$ cat src/rtl/flappy_pkg.sv
// Shared types for the Flappy Bird game sequencer: state encoding,
// two-digit BCD score and its ordering helper.
package flappy_pkg;

  typedef enum logic [1:0] {
    IDLE  = 2'd0,
    PLAY  = 2'd1,
    DYING = 2'd2,
    OVER  = 2'd3
  } game_state_t;

  typedef struct packed {
    logic [3:0] tens;
    logic [3:0] ones;
  } bcd2_t;

  localparam int BCD_MAX = 99;

  // Valid BCD digits order the same way as the packed byte, tens first.
  function automatic logic bcd2_gt(input bcd2_t a, input bcd2_t b);
    return {a.tens, a.ones} > {b.tens, b.ones};
  endfunction

endpackage

$ cat src/rtl/flappy_game_ctrl_if.sv
// Game-control signal bundle between the sequencer (slave) and the rest of
// the game (master: buttons, collision detector, datapaths, display).
interface flappy_game_ctrl_if;
  logic       start_btn;
  logic       collide;
  logic       pipe_passed;
  logic       det_reset;
  logic       game_tick;
  logic       playing;
  logic       game_over;
  logic       flash;
  logic [3:0] score_tens;
  logic [3:0] score_ones;
  logic [3:0] best_tens;
  logic [3:0] best_ones;

  modport slave (
    input  start_btn, collide, pipe_passed,
    output det_reset, game_tick, playing, game_over, flash,
    output score_tens, score_ones, best_tens, best_ones
  );

  modport master (
    output start_btn, collide, pipe_passed,
    input  det_reset, game_tick, playing, game_over, flash,
    input  score_tens, score_ones, best_tens, best_ones
  );
endinterface

$ cat src/rtl/bcd2_counter.sv
// Two-digit BCD up-counter with synchronous clear that sticks at 99.
module bcd2_counter
  import flappy_pkg::*;
(
  input  logic  clk,
  input  logic  reset,
  input  logic  i_clr,
  input  logic  i_inc,
  output bcd2_t o_value
);

  bcd2_t r_val;
  logic  w_at_max;

  assign w_at_max = (r_val.tens == 4'(BCD_MAX / 10)) && (r_val.ones == 4'(BCD_MAX % 10));

  always_ff @(posedge clk) begin
    if (reset || i_clr) begin
      r_val <= '0;
    end else if (i_inc && !w_at_max) begin
      if (r_val.ones == 4'd9) begin
        r_val.ones <= 4'd0;
        r_val.tens <= r_val.tens + 4'd1;
      end else begin
        r_val.ones <= r_val.ones + 4'd1;
      end
    end
  end

  assign o_value = r_val;

endmodule

$ cat src/rtl/flappy_game_ctrl.sv
// Flappy Bird game sequencer: Idle/Play/Dying/Over flow, scroll tick,
// Dying blink, current and best BCD scores, collision-detector reset.
module flappy_game_ctrl
  import flappy_pkg::*;
#(
  parameter int TICK_DIV    = 12_500_000,
  parameter int FLASH_TICKS = 8
) (
  input  logic               clk,
  input  logic               reset,
  flappy_game_ctrl_if.slave  bus
);

  localparam int               CNT_W    = $clog2(TICK_DIV);
  localparam int               FC_W     = $clog2(FLASH_TICKS + 1);
  localparam logic [CNT_W-1:0] CNT_LAST = CNT_W'(TICK_DIV - 1);
  localparam logic [FC_W-1:0]  FC_INIT  = FC_W'(FLASH_TICKS);

  game_state_t      r_state, w_state_next;
  logic             r_start_q;
  logic [CNT_W-1:0] r_cnt;
  logic [FC_W-1:0]  r_flash_cnt;
  logic             r_flash;
  bcd2_t            r_best;
  bcd2_t            w_score;
  logic             w_start_rise, w_wrap, w_score_inc;
  logic             w_play_entry, w_dying_entry, w_over_entry;

  assign w_start_rise = bus.start_btn & ~r_start_q;
  assign w_wrap       = (r_cnt == CNT_LAST);

  always_ff @(posedge clk) begin
    if (reset) begin
      r_state   <= IDLE;
      r_start_q <= 1'b0;
    end else begin
      r_state   <= w_state_next;
      r_start_q <= bus.start_btn;
    end
  end

  always_comb begin
    w_state_next  = r_state;
    w_play_entry  = 1'b0;
    w_dying_entry = 1'b0;
    w_over_entry  = 1'b0;
    case (r_state)
      IDLE, OVER: if (w_start_rise) begin
        w_state_next = PLAY;
        w_play_entry = 1'b1;
      end
      PLAY: if (bus.collide) begin
        w_state_next  = DYING;
        w_dying_entry = 1'b1;
      end
      DYING: if (w_wrap && r_flash_cnt == FC_W'(1)) begin
        w_state_next = OVER;
        w_over_entry = 1'b1;
      end
      default: w_state_next = IDLE;
    endcase
  end

  // Restarting the divider on Dying entry makes Dying exactly FLASH_TICKS full periods.
  always_ff @(posedge clk) begin
    if (reset || w_play_entry || w_dying_entry) begin
      r_cnt <= '0;
    end else if (r_state == PLAY || r_state == DYING) begin
      r_cnt <= w_wrap ? '0 : r_cnt + CNT_W'(1);
    end else begin
      r_cnt <= '0;
    end
  end

  always_ff @(posedge clk) begin
    if (reset || w_play_entry) begin
      r_flash     <= 1'b0;
      r_flash_cnt <= '0;
    end else if (w_dying_entry) begin
      r_flash_cnt <= FC_INIT;
    end else if (r_state == DYING && w_wrap) begin
      r_flash     <= ~r_flash;
      r_flash_cnt <= r_flash_cnt - FC_W'(1);
    end
  end

  // Collision wins over a simultaneous pipe pass.
  assign w_score_inc = (r_state == PLAY) && bus.pipe_passed && !bus.collide;

  bcd2_counter u_score (
    .clk     (clk),
    .reset   (reset),
    .i_clr   (w_play_entry),
    .i_inc   (w_score_inc),
    .o_value (w_score)
  );

  always_ff @(posedge clk) begin
    if (reset) begin
      r_best <= '0;
    end else if (w_over_entry && bcd2_gt(w_score, r_best)) begin
      r_best <= w_score;
    end
  end

  assign bus.det_reset  = (r_state == IDLE) || (r_state == OVER);
  assign bus.game_tick  = (r_state == PLAY) && w_wrap;
  assign bus.playing    = (r_state == PLAY);
  assign bus.game_over  = (r_state == OVER);
  assign bus.flash      = r_flash;
  assign bus.score_tens = w_score.tens;
  assign bus.score_ones = w_score.ones;
  assign bus.best_tens  = r_best.tens;
  assign bus.best_ones  = r_best.ones;

endmodule

$ cat src/flat_wrapper.sv
// flat-port wrapper written by rule: the top's interface ports become plain ports
module flappy_game_ctrl_flat import flappy_pkg::*;
#(
  parameter int TICK_DIV    = 12_500_000,
  parameter int FLASH_TICKS = 8
)
  (clk, reset, bus_start_btn, bus_collide, bus_pipe_passed, bus_det_reset, bus_game_tick, bus_playing, bus_game_over, bus_flash, bus_score_tens, bus_score_ones, bus_best_tens, bus_best_ones);
  flappy_game_ctrl_if bus_i ();
  input  logic clk;
  input  logic reset;
  input wire logic [$bits(bus_i.start_btn)-1:0] bus_start_btn;
  input wire logic [$bits(bus_i.collide)-1:0] bus_collide;
  input wire logic [$bits(bus_i.pipe_passed)-1:0] bus_pipe_passed;
  output wire logic [$bits(bus_i.det_reset)-1:0] bus_det_reset;
  output wire logic [$bits(bus_i.game_tick)-1:0] bus_game_tick;
  output wire logic [$bits(bus_i.playing)-1:0] bus_playing;
  output wire logic [$bits(bus_i.game_over)-1:0] bus_game_over;
  output wire logic [$bits(bus_i.flash)-1:0] bus_flash;
  output wire logic [$bits(bus_i.score_tens)-1:0] bus_score_tens;
  output wire logic [$bits(bus_i.score_ones)-1:0] bus_score_ones;
  output wire logic [$bits(bus_i.best_tens)-1:0] bus_best_tens;
  output wire logic [$bits(bus_i.best_ones)-1:0] bus_best_ones;
  assign bus_i.start_btn = bus_start_btn;
  assign bus_i.collide = bus_collide;
  assign bus_i.pipe_passed = bus_pipe_passed;
  assign bus_det_reset = bus_i.det_reset;
  assign bus_game_tick = bus_i.game_tick;
  assign bus_playing = bus_i.playing;
  assign bus_game_over = bus_i.game_over;
  assign bus_flash = bus_i.flash;
  assign bus_score_tens = bus_i.score_tens;
  assign bus_score_ones = bus_i.score_ones;
  assign bus_best_tens = bus_i.best_tens;
  assign bus_best_ones = bus_i.best_ones;
  flappy_game_ctrl #(.TICK_DIV(TICK_DIV), .FLASH_TICKS(FLASH_TICKS)) u_core (.clk(clk), .reset(reset), .bus(bus_i));
endmodule
$ cat config.mk
export PLATFORM = sky130hd
export DESIGN_NAME = flappy_game_ctrl_flat
export DESIGN_NICKNAME = d
export VERILOG_FILES = /design/src/rtl/flappy_pkg.sv /design/src/rtl/flappy_game_ctrl_if.sv /design/src/rtl/bcd2_counter.sv /design/src/rtl/flappy_game_ctrl.sv /design/src/flat_wrapper.sv
export SDC_FILE = /design/constraint.sdc
export NUM_CORES = 1
export LEC_CHECK = 0
export BUFFER_PORTS_ARGS = -buffer_cell sky130_fd_sc_hd__buf_4
export CAP_MARGIN = 25
export CORE_AREA = 2 2 68 70
export DETAILED_ROUTE_END_ITERATION = 8
export DIE_AREA = 0 0 70 72
export GPL_TIMING_DRIVEN = 0
export PLACE_DENSITY_LB_ADDON = 0.1
export RECOVER_POWER = 100
export SLEW_MARGIN = 40
export SYNTH_ARGS = -nofsm -noshare
export SYNTH_HDL_FRONTEND = slang
export SYNTH_SLANG_ARGS = --single-unit
$ cat constraint.sdc
create_clock -name clk -period 4.6 [get_ports clk]
set_input_delay 0.92 -clock clk [delete_from_list [all_inputs] [get_ports clk]]
set_output_delay 0.92 -clock clk [all_outputs]
set_load 0.05 [all_outputs]
==> results by group, run 1 <==
Status
  – Status: finished, violations left
  – Failing checks: capacitance limit, slew limit

Logic synthesis
  – Async SR Flop Fraction: 0
  – Synth Cell Area: between 2000 and 3000 um2
  – Synth unique cells: 46
  – Avg Cell Area, Syn: ~9.1 um2
  – Yosys top cell by area: dfxtp_1
  – Ranking of synthesized cells by area: dfxtp_1 37%, ha_1 7.8%, xor2_1 7.2%
  – Count leader, synth: dfxtp_1
  – Prevailing post-synth register cell: dfxtp_1
  – Post-synth top area share: 0.375
  – Post-synth EDFFs: 0
  – Mapped Cells: around 280
  – Syn nets: 303
  – Top cells by count, synth: 48 x dfxtp_1, 36 x nor2_1, 21 x xor2_1
  – #FFs+latches synth: 48
  – Yosys Warn Count: 0
  – Sequential fraction of the synthesis area: 0.375

Critical path
  – Worst path bufs/invs: 2
  – Max stage delay on crit path: roughly 0.47 ns
  – CP Class: register to output pin
  – CP Data Arrival Time: about 2.2 ns
  – WP data required: about 3.7 ns
  – Setup crit start: u_core.r_cnt[0]
  – CP Launch Type: register
  – Crit-path slowest cell: clkbuf_1
  – Crit path capture type: output pin
  – CP top delay family: buffers and inverters
  – Crit-path max FO: 7
  – CP cell instances: ha_1 > and4_1 > and2_0 > clkbuf_1 > and3_2 > clkbuf_1
  – Most used cell, CP: clkbuf_1
  – Reg-to-reg critical path startpoint: u_core.r_cnt[0]

Clocking
  – Maximum root-to-sink buffer count: 2
  – Post-cts sizing count: 0
  – Clock net sink count: 48
  – Worst-Skew Late Latency: between 0.2 and 0.3 ns
  – TritonCTS clock tree: built
  – CTS H-tree lvls: 2
  – Worst-path clk slew: 0.08 ns
  – Inserted Clock Buffers: 5
  – Clock Root Buffer: clkbuf_8
  – Hold buffer count at cts: 0
  – Postcts setup bufs: 0

Placement
  – Hpwl dp: approximately 3600 um
  – Placed instance area: roughly 2800 um2
  – IO buf count: 25
  – Global placer's final weighted congestion: around 0.76

STA
  – Fmax achieved: 320 MHz
  – Final hold vios: 0
  – RSZ-0062 raised after global routing: false
  – Fin crit share: 0.680
  – Final Max Tran Viols: 9
  – Setup TNS: 0 ns
  – Final Setup Violations: 0
  – Worst-Margin Slew: ~1.6 ns
  – Max transition margin: -0.0509
  – Skew final: about 0.0096 ns
  – Period minus WS final: ~3.1 ns

Cells and area
  – Area growth syn-to-layout: 8.10%
  – Layout cells sized above 1: 0.0603
  – Post-layout util: 0.650
  – Nets: about 340
  – Post-route cell area: approximately 2800 um2
  – Ant. Diodes: 0

Min path
  – Hold path startpoint: u_core.r_cnt[0]
  – Hold crit path type: register to register

Global routing
  – Number of global-route vias before repair: between 1,500 and 2,000
  – Antenna violations before repair: 0
  – Global-route wire length before repair: approximately 8400 um
  – Total Routing Usage GR: 0.205
  – Largest net degree at the start of global routing: 14
  – Grt total ovfl: 0

Floorplan
  – Std-Cell Core Area: 4260 um2
  – Vert. Die Dim: around 72 um
  – Die Span X: around 70 um
  – I/O pins: 26
  – Initial Util: 0.601
  – Row cnt: 24
  – Die Area: roughly 5000 um2

Drt
  – Final wirelength: roughly 5000 um
  – Via count: a little over 2,000
  – Drt pass-1 iters: 4
  – Starting DRT DRC Count: just under 80
  – WL per Instance: between 10 and 15 um
  – DRC: 0
  – Vias/cell: approximately 5.5
  – Routed Antenna Nets: 0

Pwr
  – LEAKAGE: roughly 0.00096 uW
  – IR drop worst, VDD: between 200 and 250 uV
  – Pwr dens: about 340 nW/um2

Job
  – Max_cap viols: 1
==> worst register-to-register path: cells and delay by family, from the launching register on <==
kind                       cells  cell delay (ns)
AOI/OAI and AO/OA              1             1.23
buffers and inverters          1             0.24
adders and majority gates      1             0.23
DFF                            1             0.37
muxes                          1             0.19
and+or+nand+nor                3             0.55
==> worst paths after layout <==
check	endpoint	slack (ns)	cells past startpoint
worst max-delay path	bus_game_tick	1.47	6
worst max register to register	u_core.bus.best_ones[2]	1.62	7
worst min register to register	u_core.r_cnt[0]	0.47	1
worst min-delay path	u_core.r_cnt[0]	0.47	1
==> state kept, by name (all words and copies together) (netlist names) <==
| register | count |
|---|---|
| u_core.bus.best_ones | 4 |
| u_core.bus.best_tens | 4 |
| u_core.bus.flash | 1 |
| u_core.r_cnt | 24 |
| u_core.r_flash_cnt | 4 |
| u_core.r_start_q | 1 |
| u_core.r_state | 2 |
| u_core.u_score.o_value | 8 |
==> metrics by stage <==
step / instances / setup slack (ns) / total power (uW) / hold slack [ns]
2_1_floorplan: 282 / 2.27 / 660 / 0.430
3_3_place_gp: 359 / 2.20 / 720 / 0.448
3_5_place_dp: 359 / 2.19 / 725 / 0.457
4_1_cts: 367 / 1.90 / 978 / 0.476
5_1_grt: 367 / 1.31 / 1000 / 0.496
6_report: 367 / 1.47 / 949 / 0.466
==> cell families (layout without fill, tap and decap cells) <==
| family | Yosys count | in the layout | share of synthesized area |
|---|---|---|---|
| adder cells (fa/ha/maj) | 16 | 16 | 0.0781 |
| buffers and inverters | 25 | 58 | 0.0434 |
| XOR/XNOR | 28 | 28 | 0.0957 |
| flip-flops | 48 | 48 | 0.375 |
| AO/OA/AOI/OAI | 27 | 27 | 0.0727 |
| multiplexers | 11 | 11 | 0.0434 |
| AND/OR/NAND/NOR | 127 | 127 | 0.292 |
==> where the power goes <==
| group | total (uW) | switching (uW) | internal, uW | leakage [uW] |
|---|---|---|---|---|
| Clock | 253 | 131 | 123 | 0.0000455 |
| Sequential | 450 | 17.1 | 433 | 0.000387 |
| Combinational | 245 | 175 | 70.0 | 0.000527 |
==> layout make-up <==
cell class	instances	area [um2]
Timing Repair Buffer	25	105
Tap cell	52	65.1
Inverter	17	63.8
Buffer	8	37.5
Multi-Input combinational cell	209	1450
Sequential cell	48	961
Clock buffer	8	90.1
Fill cell	396	1490
==> routing by layer <==
| metal | vias to the layer above | global-route usage | wire length, um |
|---|---|---|---|
| met1 | 940 | 0.250 | 2300 |
| met2 | 32 | 0.361 | 2340 |
| met4 | 0 | 0.0662 | 71 |
| met5 | - | 0 | 0 |
| li1 | 1047 | - | - |
| met3 | 7 | 0.0458 | 182 |
==> cell usage in the layout, fill, tap and decap left out, types with 3 or more instances in the layout <==
| master | instances |
|---|---|
| dfxtp_1 | 48 |
| nor2_1 | 36 |
| clkbuf_1 | 31 |
| xor2_1 | 21 |
| nand2b_1 | 18 |
| inv_1 | 17 |
| ha_1 | 16 |
| nand2_1 | 12 |
| nand4_1 | 12 |
| nand3_1 | 11 |
| a21oi_1 | 11 |
| mux2i_1 | 10 |
| xnor2_1 | 7 |
| clkbuf_8 | 6 |
| and4_1 | 5 |
| nor3_1 | 5 |
| and3_1 | 4 |
| nor2b_1 | 4 |
| nor4b_1 | 3 |
| a211oi_1 | 3 |
| o211ai_1 | 3 |
| buf_4 | 3 |
Note: power is estimated with default switching activity, not from simulation.
==> run 2: changes to the inputs <==
- CORE_AREA: 2 2 68 70 -> 2 2 70 72
- DIE_AREA: 0 0 70 72 -> 0 0 72 74
- clock period: 4.6 -> 3.2 ns (I/O delays scaled with it)
==> run 2 against run 1 <==
- the run now ends clean
- count of clock-buffer cells in the layout stayed put
- worst setup slack worse by 0.88 ns
- routed wire length is 1.2% lower
- cell count is 0.54% higher
- register-to-register slack lost 0.93 ns
==> results by group, run 2 (same netlist as run 1, synthesis figures left out) <==
Drt
  – Routed Antenna Nets: 0 (unchanged)
  – Drt pass-1 iters: 4 (unchanged)
  – DRC: 0 (unchanged)
  – Final wirelength: 4830 um (was 4890 um)
  – Vias/cell: 5.45 (was 5.52)
  – Via count: 2,010 (was 2,026)
  – WL per Instance: 13.1 um (was 13.3 um)
  – Starting DRT DRC Count: 91 (was 77)

Critical path
  – Crit path capture type: output pin (unchanged)
  – WP data required: 2.56 ns (was 3.68 ns)
  – CP Launch Type: register (unchanged)
  – Crit-path max FO: 7 (unchanged)
  – CP Class: register to output pin (unchanged)
  – CP Data Arrival Time: 1.97 ns (was 2.21 ns)

Cells and area
  – Area growth syn-to-layout: 8.78% (was 8.10%)
  – Post-Layout Cell Count: 369 (was 367)
  – Most frequent cells in the layout: 48 x dfxtp_1, 36 x nor2_1, 30 x clkbuf_1 (was 48 x dfxtp_1, 36 x nor2_1, 31 x clkbuf_1)
  – Reg with most FFs: u_core.r_cnt (unchanged)
  – Ant. Diodes: 0 (unchanged)
  – Nets: 335 (unchanged)
  – Commonest non-fill, non-tap cell in the layout: dfxtp_1 (unchanged)
  – Layout cells sized above 1: 0.0698 (was 0.0603)
  – Max FFs per register: 24 (unchanged)

Clocking
  – CTS H-tree lvls: 2 (unchanged)
  – Worst-path clk slew: 0.08 ns (about the same)
  – Maximum root-to-sink buffer count: 2 (unchanged)
  – TritonCTS clock tree: built (unchanged)
  – Worst-Skew Late Latency: 0.29 ns (about the same)
  – Inserted Clock Buffers: 5 (unchanged)
  – Post-cts sizing count: 0 (unchanged)
  – Hold buffer count at cts: 0 (unchanged)
  – Clock Root Buffer: clkbuf_8 (unchanged)
  – Postcts setup bufs: 0 (unchanged)
  – Clock net sink count: 48 (unchanged)

Pwr
  – Clock power frac: 0.267 (about the same)
  – IR drop worst, VDD: 400 uV (was 210 uV)
  – Pwr dens: 490 nW/um2 (was 342 nW/um2)
  – Comb power frac: 0.260 (was 0.259)
  – Int Power: 899 uW (was 625 uW)
  – Net Sw Frac: 0.341 (about the same)
  – P_sw: 466 uW (was 323 uW)
  – Reg power frac: 0.473 (was 0.474)
  – LEAKAGE: 0.000964 uW (was 0.000960 uW)

Floorplan
  – I/O pins: 26 (unchanged)
  – Initial Util: 0.558 (was 0.601)
  – Std-Cell Core Area: 4600 um2 (was 4260 um2)
  – Row cnt: 25 (was 24)
  – Vert. Die Dim: 74 um (was 72 um)
  – Die Area: 5330 um2 (was 5040 um2)
  – Die Span X: 72 um (was 70 um)

STA
  – Fin crit share: 0.815
  – Skew final: 0.00731 ns (was 0.00960 ns)
  – Max transition margin: 0.407 (was -0.0509)
  – RSZ-0062 raised after global routing: false (unchanged)
  – Final Setup Violations: 0 (unchanged)
  – Final Max Tran Viols: 0 (was 9)
  – Setup TNS: 0 ns (unchanged)
  – Final hold vios: 0 (unchanged)
  – Fmax achieved: roughly 380 MHz
  – Worst-Margin Slew: 0.888 ns (was 1.57 ns)
  – Period minus WS final: roughly 2.6 ns

Global routing
  – Total Routing Usage GR: 0.194 (was 0.205)
  – Antenna violations before repair: 0 (unchanged)
  – Largest net degree at the start of global routing: 14 (unchanged)
  – Grt total ovfl: 0 (unchanged)
  – Global-route wire length before repair: 8090 um (was 8450 um)
  – Number of global-route vias before repair: 1,818 (was 1,946)

Placement
  – IO buf count: 25 (unchanged)
  – Cells after DPL: 361 (was 359)
  – Global placer's final weighted congestion: 0.792 (was 0.762)
  – Hpwl dp: 3580 um (was 3600 um)

Job
  – Max_cap viols: 0 (was 1)

Status
  – Status: finished, final reports clean (was finished, violations left)

Min path
  – Hold crit path type: register to register (unchanged)
[run 2: cell count changes in the layout (fill, tap and decap cells not counted)]
cell and change:
clkbuf_1 -1, a211oi_1 -1, a211oi_2 +1, nor4_1 -1
nor4_2 +1, buf_4 +1
[run 2: metal layers]
metal  up-vias  GRT usage  wire length [um]
li1       1044          -                 -
met1       931      0.242              2280
met2        28      0.332              2310
met3         7     0.0393               157
met4         0     0.0776                79
met5         -          0                 0
[run 2: power groups by stage]
stage / combinational (uW) / clock, uW / sequential, uW
6_report: 355 / 364 / 646
3_5_place_dp: 382 / 0 / 661
5_1_grt: 397 / 403 / 651
3_3_place_gp: 378 / 0 / 659
4_1_cts: 384 / 380 / 647
2_1_floorplan: 289 / 0 / 660
[run 2: cell type report]
class                           count  area (um2)
Clock buffer                        8        90.1
Inverter                           17        63.8
Tap cell                           54        67.6
Sequential cell                    48         961
Fill cell                         440        1810
Timing Repair Buffer               25         109
Multi-Input combinational cell    209        1460
Buffer                              8        37.5
[run 2: path summary, 6_finish.rpt]
| path | startpoint | endpoint | slack, ns | depth (start not counted) |
|---|---|---|---|---|
| worst min register to register | u_core.r_cnt[0] | u_core.r_cnt[0] | 0.47 | 1 |
| worst min-delay path | u_core.r_cnt[0] | u_core.r_cnt[0] | 0.47 | 1 |
| worst max-delay path | u_core.r_cnt[0] | bus_game_tick | 0.59 | 6 |
| worst max register to register | u_core.r_cnt[0] | u_core.bus.best_ones[0] | 0.69 | 7 |
[run 2: worst max-delay path: stages (launching register included)]
cell	delay, ns
dfxtp_1	0.38
ha_1	0.24
and4_1	0.24
and2_0	0.16
clkbuf_1	0.25
and3_2	0.22
buf_4	0.19
[run 2: metrics by stage]
| step | utilization | power, uW | hold WS (ns) | worst slack, ns | cell area (um2) |
|---|---|---|---|---|---|
| after floorplan | - | 949 | 0.430 | 1.03 | 2560 |
| after global placement | 0.613 | 1040 | 0.449 | 1.09 | 2820 |
| after detailed placement | 0.613 | 1040 | 0.452 | 1.10 | 2820 |
| after CTS | 0.633 | 1410 | 0.472 | 0.746 | 2910 |
| after global routing | 0.607 | 1450 | 0.487 | 0.368 | 2790 |
| final | 0.607 | 1370 | 0.472 | 0.593 | 2790 |
